**src/rtl/bmp_frame_sequencer_if.sv**
```systemverilog
// rtl/bmp_frame_sequencer_if.sv - upstream 24-bit pixel valid/ready handshake
interface bmp_frame_sequencer_if;
  logic        i_pix_valid;
  logic [23:0] i_pix_data;
  logic        o_pix_ready;

  modport master (output i_pix_valid, output i_pix_data, input o_pix_ready);
  modport slave  (input i_pix_valid, input i_pix_data, output o_pix_ready);
endinterface

```
**src/rtl/bmp_frame_sequencer.sv**
```systemverilog
// rtl/bmp_frame_sequencer.sv - vsync/hsync/de raster and BMP header constants for the file write model
module bmp_frame_sequencer #(
  parameter int unsigned HRES = 320,
  parameter int unsigned VRES = 240,
  parameter int unsigned HSW  = 4,
  parameter int unsigned HBP  = 8,
  parameter int unsigned HFP  = 8,
  parameter int unsigned VSW  = 2,
  parameter int unsigned VBP  = 4,
  parameter int unsigned VFP  = 4
) (
  input  logic                  clk,
  input  logic                  rst,
  input  logic                  i_start,
  input  logic [7:0]            i_frames,
  input  logic                  i_stop,
  bmp_frame_sequencer_if.slave  pix,
  output logic                  o_vsync,
  output logic                  o_hsync,
  output logic                  o_de,
  output logic [23:0]           o_data,
  output logic                  o_busy,
  output logic                  o_frame_done,
  output logic [7:0]            o_frame_cnt,
  output logic                  o_underflow,
  output logic [31:0]           o_bf_size,
  output logic [31:0]           o_bf_off_bits,
  output logic [31:0]           o_bi_width,
  output logic [31:0]           o_bi_height,
  output logic [31:0]           o_bi_size_image
);

  localparam int unsigned HTOTAL = HSW + HBP + HRES + HFP;
  localparam int unsigned VTOTAL = VSW + VBP + VRES + VFP;
  localparam int unsigned H_ACT0 = HSW + HBP;
  localparam int unsigned H_ACT1 = HSW + HBP + HRES;
  localparam int unsigned V_ACT0 = VSW + VBP;
  localparam int unsigned V_ACT1 = VSW + VBP + VRES;
  localparam int unsigned IMAGE_BYTES = HRES * VRES * 3;

  typedef enum logic [1:0] {ST_IDLE, ST_RUN, ST_FLUSH} state_t;

  state_t      r_state;
  logic [31:0] r_h_cnt;
  logic [31:0] r_v_cnt;
  logic [7:0]  r_target;
  logic        r_stop_pending;

  logic       w_active;
  logic       w_h_last;
  logic       w_eof;
  logic       w_flush_last;
  logic [7:0] w_frame_cnt_nxt;
  logic       w_last_frame;

  assign w_active = (r_v_cnt >= V_ACT0) && (r_v_cnt < V_ACT1) &&
                    (r_h_cnt >= H_ACT0) && (r_h_cnt < H_ACT1);
  assign w_h_last        = (r_h_cnt == HTOTAL - 1);
  assign w_eof           = w_h_last && (r_v_cnt == VTOTAL - 1);
  assign w_flush_last    = w_h_last && (r_v_cnt == VSW - 1);
  assign w_frame_cnt_nxt = o_frame_cnt + 8'd1;
  // A stop arriving on the very last clock of a frame still ends that frame.
  assign w_last_frame    = ((r_target != 8'd0) && (w_frame_cnt_nxt == r_target)) ||
                           r_stop_pending || i_stop;

  assign pix.o_pix_ready = (r_state == ST_RUN) && w_active;
  assign o_busy          = (r_state != ST_IDLE);

  assign o_bf_size       = 32'd54 + IMAGE_BYTES;
  assign o_bf_off_bits   = 32'd54;
  assign o_bi_width      = HRES;
  assign o_bi_height     = VRES;
  assign o_bi_size_image = IMAGE_BYTES;

  always_ff @(posedge clk) begin
    if (rst) begin
      r_state        <= ST_IDLE;
      r_h_cnt        <= '0;
      r_v_cnt        <= '0;
      r_target       <= '0;
      r_stop_pending <= 1'b0;
      o_vsync        <= 1'b0;
      o_hsync        <= 1'b0;
      o_de           <= 1'b0;
      o_data         <= '0;
      o_frame_done   <= 1'b0;
      o_frame_cnt    <= '0;
      o_underflow    <= 1'b0;
    end else begin
      o_frame_done <= 1'b0;
      case (r_state)
        ST_IDLE: begin
          o_vsync <= 1'b0;
          o_hsync <= 1'b0;
          o_de    <= 1'b0;
          o_data  <= '0;
          r_h_cnt <= '0;
          r_v_cnt <= '0;
          if (i_start) begin
            r_state        <= ST_RUN;
            r_target       <= i_frames;
            r_stop_pending <= 1'b0;
            o_frame_cnt    <= '0;
            o_underflow    <= 1'b0;
          end
        end
        ST_RUN: begin
          o_vsync <= (r_v_cnt < VSW);
          o_hsync <= (r_h_cnt < HSW);
          o_de    <= w_active;
          o_data  <= (w_active && pix.i_pix_valid) ? pix.i_pix_data : 24'h0;
          if (w_active && !pix.i_pix_valid) o_underflow <= 1'b1;
          if (i_stop) r_stop_pending <= 1'b1;
          if (w_h_last) begin
            r_h_cnt <= '0;
            r_v_cnt <= r_v_cnt + 32'd1;
          end else begin
            r_h_cnt <= r_h_cnt + 32'd1;
          end
          if (w_eof) begin
            o_frame_done <= 1'b1;
            o_frame_cnt  <= w_frame_cnt_nxt;
            r_v_cnt      <= '0;
            if (w_last_frame) begin
              r_state        <= ST_FLUSH;
              r_stop_pending <= 1'b0;
            end
          end
        end
        ST_FLUSH: begin
          // Trailing vsync line period: its edge makes the model commit the last frame.
          o_vsync <= 1'b1;
          o_hsync <= (r_h_cnt < HSW);
          o_de    <= 1'b0;
          o_data  <= '0;
          if (w_flush_last) begin
            r_state <= ST_IDLE;
            r_h_cnt <= '0;
            r_v_cnt <= '0;
          end else if (w_h_last) begin
            r_h_cnt <= '0;
            r_v_cnt <= r_v_cnt + 32'd1;
          end else begin
            r_h_cnt <= r_h_cnt + 32'd1;
          end
        end
        default: r_state <= ST_IDLE;
      endcase
    end
  end

endmodule
```
**src/flat_wrapper.sv**
```systemverilog
// flat-port wrapper written by rule: the top's interface ports become plain ports
module bmp_frame_sequencer_flat 
#(
  parameter int unsigned HRES = 320,
  parameter int unsigned VRES = 240,
  parameter int unsigned HSW  = 4,
  parameter int unsigned HBP  = 8,
  parameter int unsigned HFP  = 8,
  parameter int unsigned VSW  = 2,
  parameter int unsigned VBP  = 4,
  parameter int unsigned VFP  = 4
)
  (clk, rst, i_start, i_frames, i_stop, o_vsync, o_hsync, o_de, o_data, o_busy, o_frame_done, o_frame_cnt, o_underflow, o_bf_size, o_bf_off_bits, o_bi_width, o_bi_height, o_bi_size_image, pix_i_pix_valid, pix_i_pix_data, pix_o_pix_ready);
  bmp_frame_sequencer_if pix_i ();
  input  logic clk;
  input  logic rst;
  input  logic i_start;
  input  logic [7:0] i_frames;
  input  logic i_stop;
  output logic o_vsync;
  output logic o_hsync;
  output logic o_de;
  output logic [23:0] o_data;
  output logic o_busy;
  output logic o_frame_done;
  output logic [7:0] o_frame_cnt;
  output logic o_underflow;
  output logic [31:0] o_bf_size;
  output logic [31:0] o_bf_off_bits;
  output logic [31:0] o_bi_width;
  output logic [31:0] o_bi_height;
  output logic [31:0] o_bi_size_image;
  input wire logic [$bits(pix_i.i_pix_valid)-1:0] pix_i_pix_valid;
  input wire logic [$bits(pix_i.i_pix_data)-1:0] pix_i_pix_data;
  output wire logic [$bits(pix_i.o_pix_ready)-1:0] pix_o_pix_ready;
  assign pix_i.i_pix_valid = pix_i_pix_valid;
  assign pix_i.i_pix_data = pix_i_pix_data;
  assign pix_o_pix_ready = pix_i.o_pix_ready;
  bmp_frame_sequencer #(.HRES(HRES), .VRES(VRES), .HSW(HSW), .HBP(HBP), .HFP(HFP), .VSW(VSW), .VBP(VBP), .VFP(VFP)) u_core (.clk(clk), .rst(rst), .i_start(i_start), .i_frames(i_frames), .i_stop(i_stop), .pix(pix_i), .o_vsync(o_vsync), .o_hsync(o_hsync), .o_de(o_de), .o_data(o_data), .o_busy(o_busy), .o_frame_done(o_frame_done), .o_frame_cnt(o_frame_cnt), .o_underflow(o_underflow), .o_bf_size(o_bf_size), .o_bf_off_bits(o_bf_off_bits), .o_bi_width(o_bi_width), .o_bi_height(o_bi_height), .o_bi_size_image(o_bi_size_image));
endmodule
```
**config.mk**
```make
export PLATFORM = sky130hd
export DESIGN_NAME = bmp_frame_sequencer_flat
export DESIGN_NICKNAME = d
export VERILOG_FILES = /design/src/rtl/bmp_frame_sequencer_if.sv /design/src/rtl/bmp_frame_sequencer.sv /design/src/flat_wrapper.sv
export SDC_FILE = /design/constraint.sdc
export NUM_CORES = 1
export LEC_CHECK = 0
export BUFFER_PORTS_ARGS = -buffer_cell sky130_fd_sc_hd__buf_2
export CORE_MARGIN = 3
export CORE_UTILIZATION = 45
export CTS_CLUSTER_DIAMETER = 60
export DETAILED_ROUTE_END_ITERATION = 8
export PLACE_DENSITY = 0.73
export SLEW_MARGIN = 20
export SYNTH_ARGS = -nofsm -noshare
export SYNTH_HDL_FRONTEND = slang
export SYNTH_SLANG_ARGS = --single-unit
```
**constraint.sdc**
```tcl
create_clock -name clk -period 4.1 [get_ports clk]
set_input_delay 0.82 -clock clk [delete_from_list [all_inputs] [get_ports clk]]
set_output_delay 0.82 -clock clk [all_outputs]
set_load 0.02 [all_outputs]
```
==> impl_results.md <==
- Status: finished, final reports clean
- Post-Syn Area: 7004 µm²
- Measured slew at the worst slew-check pin: 0.8362 ns
- DRT Pass-1 Iters: 5
- Routed WL per cell: 13.66 µm
- Flop pwr share: 39.4%
- M1 WL: 7071 µm
- # H-tree levels: 3
- WHS Path Cells: 2
- RSZ-0062 raised after global routing: false
- CTS Buf Count: 9
- Yosys top cell area share: 32.01%
- Combinational power share: 28.5%
- Tcrit/Tclk final: 79.64%
- Most used DFF post-synth: dfxtp_1
- Post-DP HPWL: 10,940 µm
- CP arrival: 2.45 ns
- Switching power total: 1084 µW
- PD cells: 409.4 nW/µm²
- Buffers on Ports: 75
- WP depth: 6
- Die area: 17,100 µm²
- Final setup TNS: 0 ns
- Area contributors post-synth: dfxtp_1 32%, buf_4 17%, nand2_1 4.2%
- Initial antenna violation count: 0
- Delay-heaviest family, CP: simple AND/OR/NAND/NOR gates
- DR WL met2: 7191 µm
- Syn Area/Cell: 7.968 µm²
- R2R setup slack: 1.13 ns
- Root Driver: clkbuf_16
- # nets final: 976
- Post-Synthesis Cells: 879
- Site Rows: 44
- Post-synthesis sequential area ratio: 32.01%
- DR vias/cell: 5.262
- Worst setup EP type: output pin
- Clk_skew: 0.01152 ns
- CTS tree: yes
- Peak VDD IR: 240.9 µV
- Worst path bufs/invs: 1
- Critical Path, Cell by Cell: nor4_1 -> nand4_2 -> nor4_4 -> o2111ai_1 -> nor3_1 -> buf_2
- Slew Viols, Final: 0
- Flops & latches, synth: 112
- Slowest stage delay, CP: 0.44 ns
- Clk sinks: 112
- Clock Power Share: 32.1%
- Overall routing resource usage: 16.63%
- Max-Cap Viols: 0
- Die height: 130.8 µm
- Vias in the first global route: 4,932
- Setup repair bufs after CTS: 0
- Yosys cell types: 67
- Vias post-DR: 5,883
- CP Max Fanout: 7
- Setup-failing EPs final: 0
- Area leader, netlist: dfxtp_1
- Total DRC errors in the routed layout: 0
- Share of cells above drive strength 1: 12.21%
- Max Used Layer: met4
- Critical path class: register to output pin
- WP data required: 3.28 ns
- Detailed Route WL: 15,270 µm
- # resized after CTS: 0
- Largest net degree at the start of global routing: 53
- Slowest cell on the critical path: nor4_4
- Die W: 130.8 µm
- Final hold vios: 0
- Worst r2r path cells: 9
- Antenna-violating nets left: 0
- Hold_ws: 0.4746 ns
- P&R area growth vs syn: 2.447%
- Total gr overflow: 0
- Post-CTS Hold Buffers: 0
- First-pass GRT wire length: 23,810 µm
- Tmin final: 3.265 ns
- Hold crit path type: register to register
- CP Launch Type: register
- Leakage: 0.003018 µW
- Initial Util: 47.12%
- GPL Wtd Cong: 0.8493
- Clock latency on the worst-skew pair: 0.36 ns
- Filler instances: 1,478
- Internal: 1854 µW
- Met3 Routed Length: 891 µm
- IO Count: 236
- Post-synth ARST share: 0%
- Sw Ratio: 36.89%
- Number of synthesized flops with an enable pin: 0
- CTS clk-pin slew, worst paths: 0.08 ns
- Fmax achieved: 306.3 MHz
- Slew margin rel.: 44.25%
- Bufs on Longest Clock Path: 2
- Core area: 14,860 µm²
- N_diodes: 0
- Iteration-0 DRC Markers: 444
- Yosys warns: 0
==> power groups by stage <==
stage          Clock, µW  Sequential (µW)  Combinational (µW)
6_report             944             1160                 837
5_1_grt             1000             1160                 935
4_1_cts              961             1160                 835
3_5_place_dp           0             1180                 828
3_3_place_gp           0             1180                 820
2_1_floorplan          0             1180                 774
==> Yosys cell counts (3+ instances only) <==
library cell,instances
a211oi_1,3
a21o_1,8
a21oi_1,57
a22o_1,27
a311oi_1,11
a31o_2,3
a31oi_1,18
a41oi_1,7
and2_1,9
and3_1,16
and4_1,4
buf_1,3
buf_2,6
buf_4,163
buf_6,5
clkbuf_1,23
dfxtp_1,112
ha_1,10
inv_1,22
nand2_1,78
nand2b_1,4
nand3_1,33
nand3b_1,4
nand4_1,21
nand4b_1,3
nor2_1,65
nor3_1,21
nor4_1,15
nor4_2,4
o21a_1,6
o21ai_0,29
o21ai_1,10
o31ai_1,3
or2_2,3
or3_1,13
or4_1,4
xnor2_1,13
xor2_1,5
==> per-stage QoR <==
step | power, µW | std cells | util [%] | setup slack [ns] | cell area, µm²
2_1_floorplan | 1956 | 1037 | - | 1.353 | 7597
3_3_place_gp | 2002 | 1102 | 46.09 | 1.215 | 6850
3_5_place_dp | 2009 | 1102 | 46.09 | 1.207 | 6850
4_1_cts | 2952 | 1118 | 48.27 | 0.8381 | 7176
5_1_grt | 3100 | 1118 | 48.27 | 0.7086 | 7176
6_report | 2937 | 1118 | 48.27 | 0.8348 | 7176
==> flip-flops by register name, summed over array words and instances (netlist names), 2 cells and up <==
register,flops
u_core.r_state,2
u_core.r_h_cnt,32
u_core.r_target,8
u_core.o_frame_cnt,8
u_core.r_v_cnt,32
u_core.o_data,24
==> per-layer routing <==
layer  GRT usage [%]  vias to the layer above
met5               0                        -
met4           3.509                        0
met3           2.724                       12
met2           26.27                      215
met1           24.03                     2743
li1                -                     2913
==> worst paths after layout <==
| check | startpoint | end |
|---|---|---|
| max reg2reg | u_core.r_h_cnt[0]$_SDFFE_PP0P_ | u_core.r_v_cnt[15]$_SDFFE_PP0P_ |
| min | u_core.o_de$_SDFFE_PP0P_ | u_core.o_de$_SDFFE_PP0P_ |
| max | u_core.r_h_cnt[20]$_SDFFE_PP0P_ | pix_o_pix_ready |
| min reg2reg | u_core.o_de$_SDFFE_PP0P_ | u_core.o_de$_SDFFE_PP0P_ |
==> layout make-up <==
| cell class | instances | area, µm² | share of cell area [%] |
|---|---|---|---|
| clock buffers | 9 | 225.2 | 3.139 |
| clock inverters | 7 | 100.1 | 1.395 |
| inverters | 22 | 82.58 | 1.151 |
| multi-input cells | 702 | 3867 | 53.90 |
| flip-flops and latches | 112 | 2242 | 31.25 |
| well taps | 184 | 230.2 | 3.208 |
| repair buffers | 82 | 427.9 | 5.963 |
==> worst reg2reg max path, cell delays in order, from the launching register on <==
cell and delay [ns]:
dfxtp_1 0.44, ha_1 0.27, and4bb_1 0.24, nand2_1 0.11, nor4_1 0.48, a21oi_2 0.23
o21a_1 0.51, buf_4 0.34, a21oi_1 0.14, a21oi_1 0.08
==> cell usage in the layout (no fill, tap or decap), types with 5 or more instances in the layout <==
cell type / n
conb_1: 160
dfxtp_1: 112
nand2_1: 78
buf_2: 75
nor2_1: 64
a21oi_1: 57
nand3_1: 33
o21ai_0: 29
a22o_1: 27
inv_1: 22
nand4_1: 21
nor3_1: 21
a31oi_1: 18
and3_1: 16
nor4_1: 15
or3_1: 13
xnor2_1: 13
a311oi_1: 11
o21ai_1: 10
ha_1: 10
and2_1: 9
clkbuf_16: 9
a21o_1: 8
a41oi_1: 7
buf_4: 7
o21a_1: 6
xor2_1: 5
==> logic make-up after synthesis <==
family | share of synthesized area, %
flops | 32.01
other cells | 0.1072
buf+inv | 21.35
mux | 0.1429
xor+xnor | 2.251
fa+ha+maj | 1.786
compound gates | 18.88
simple gates | 23.47
Power figures use the tool's default switching activity.
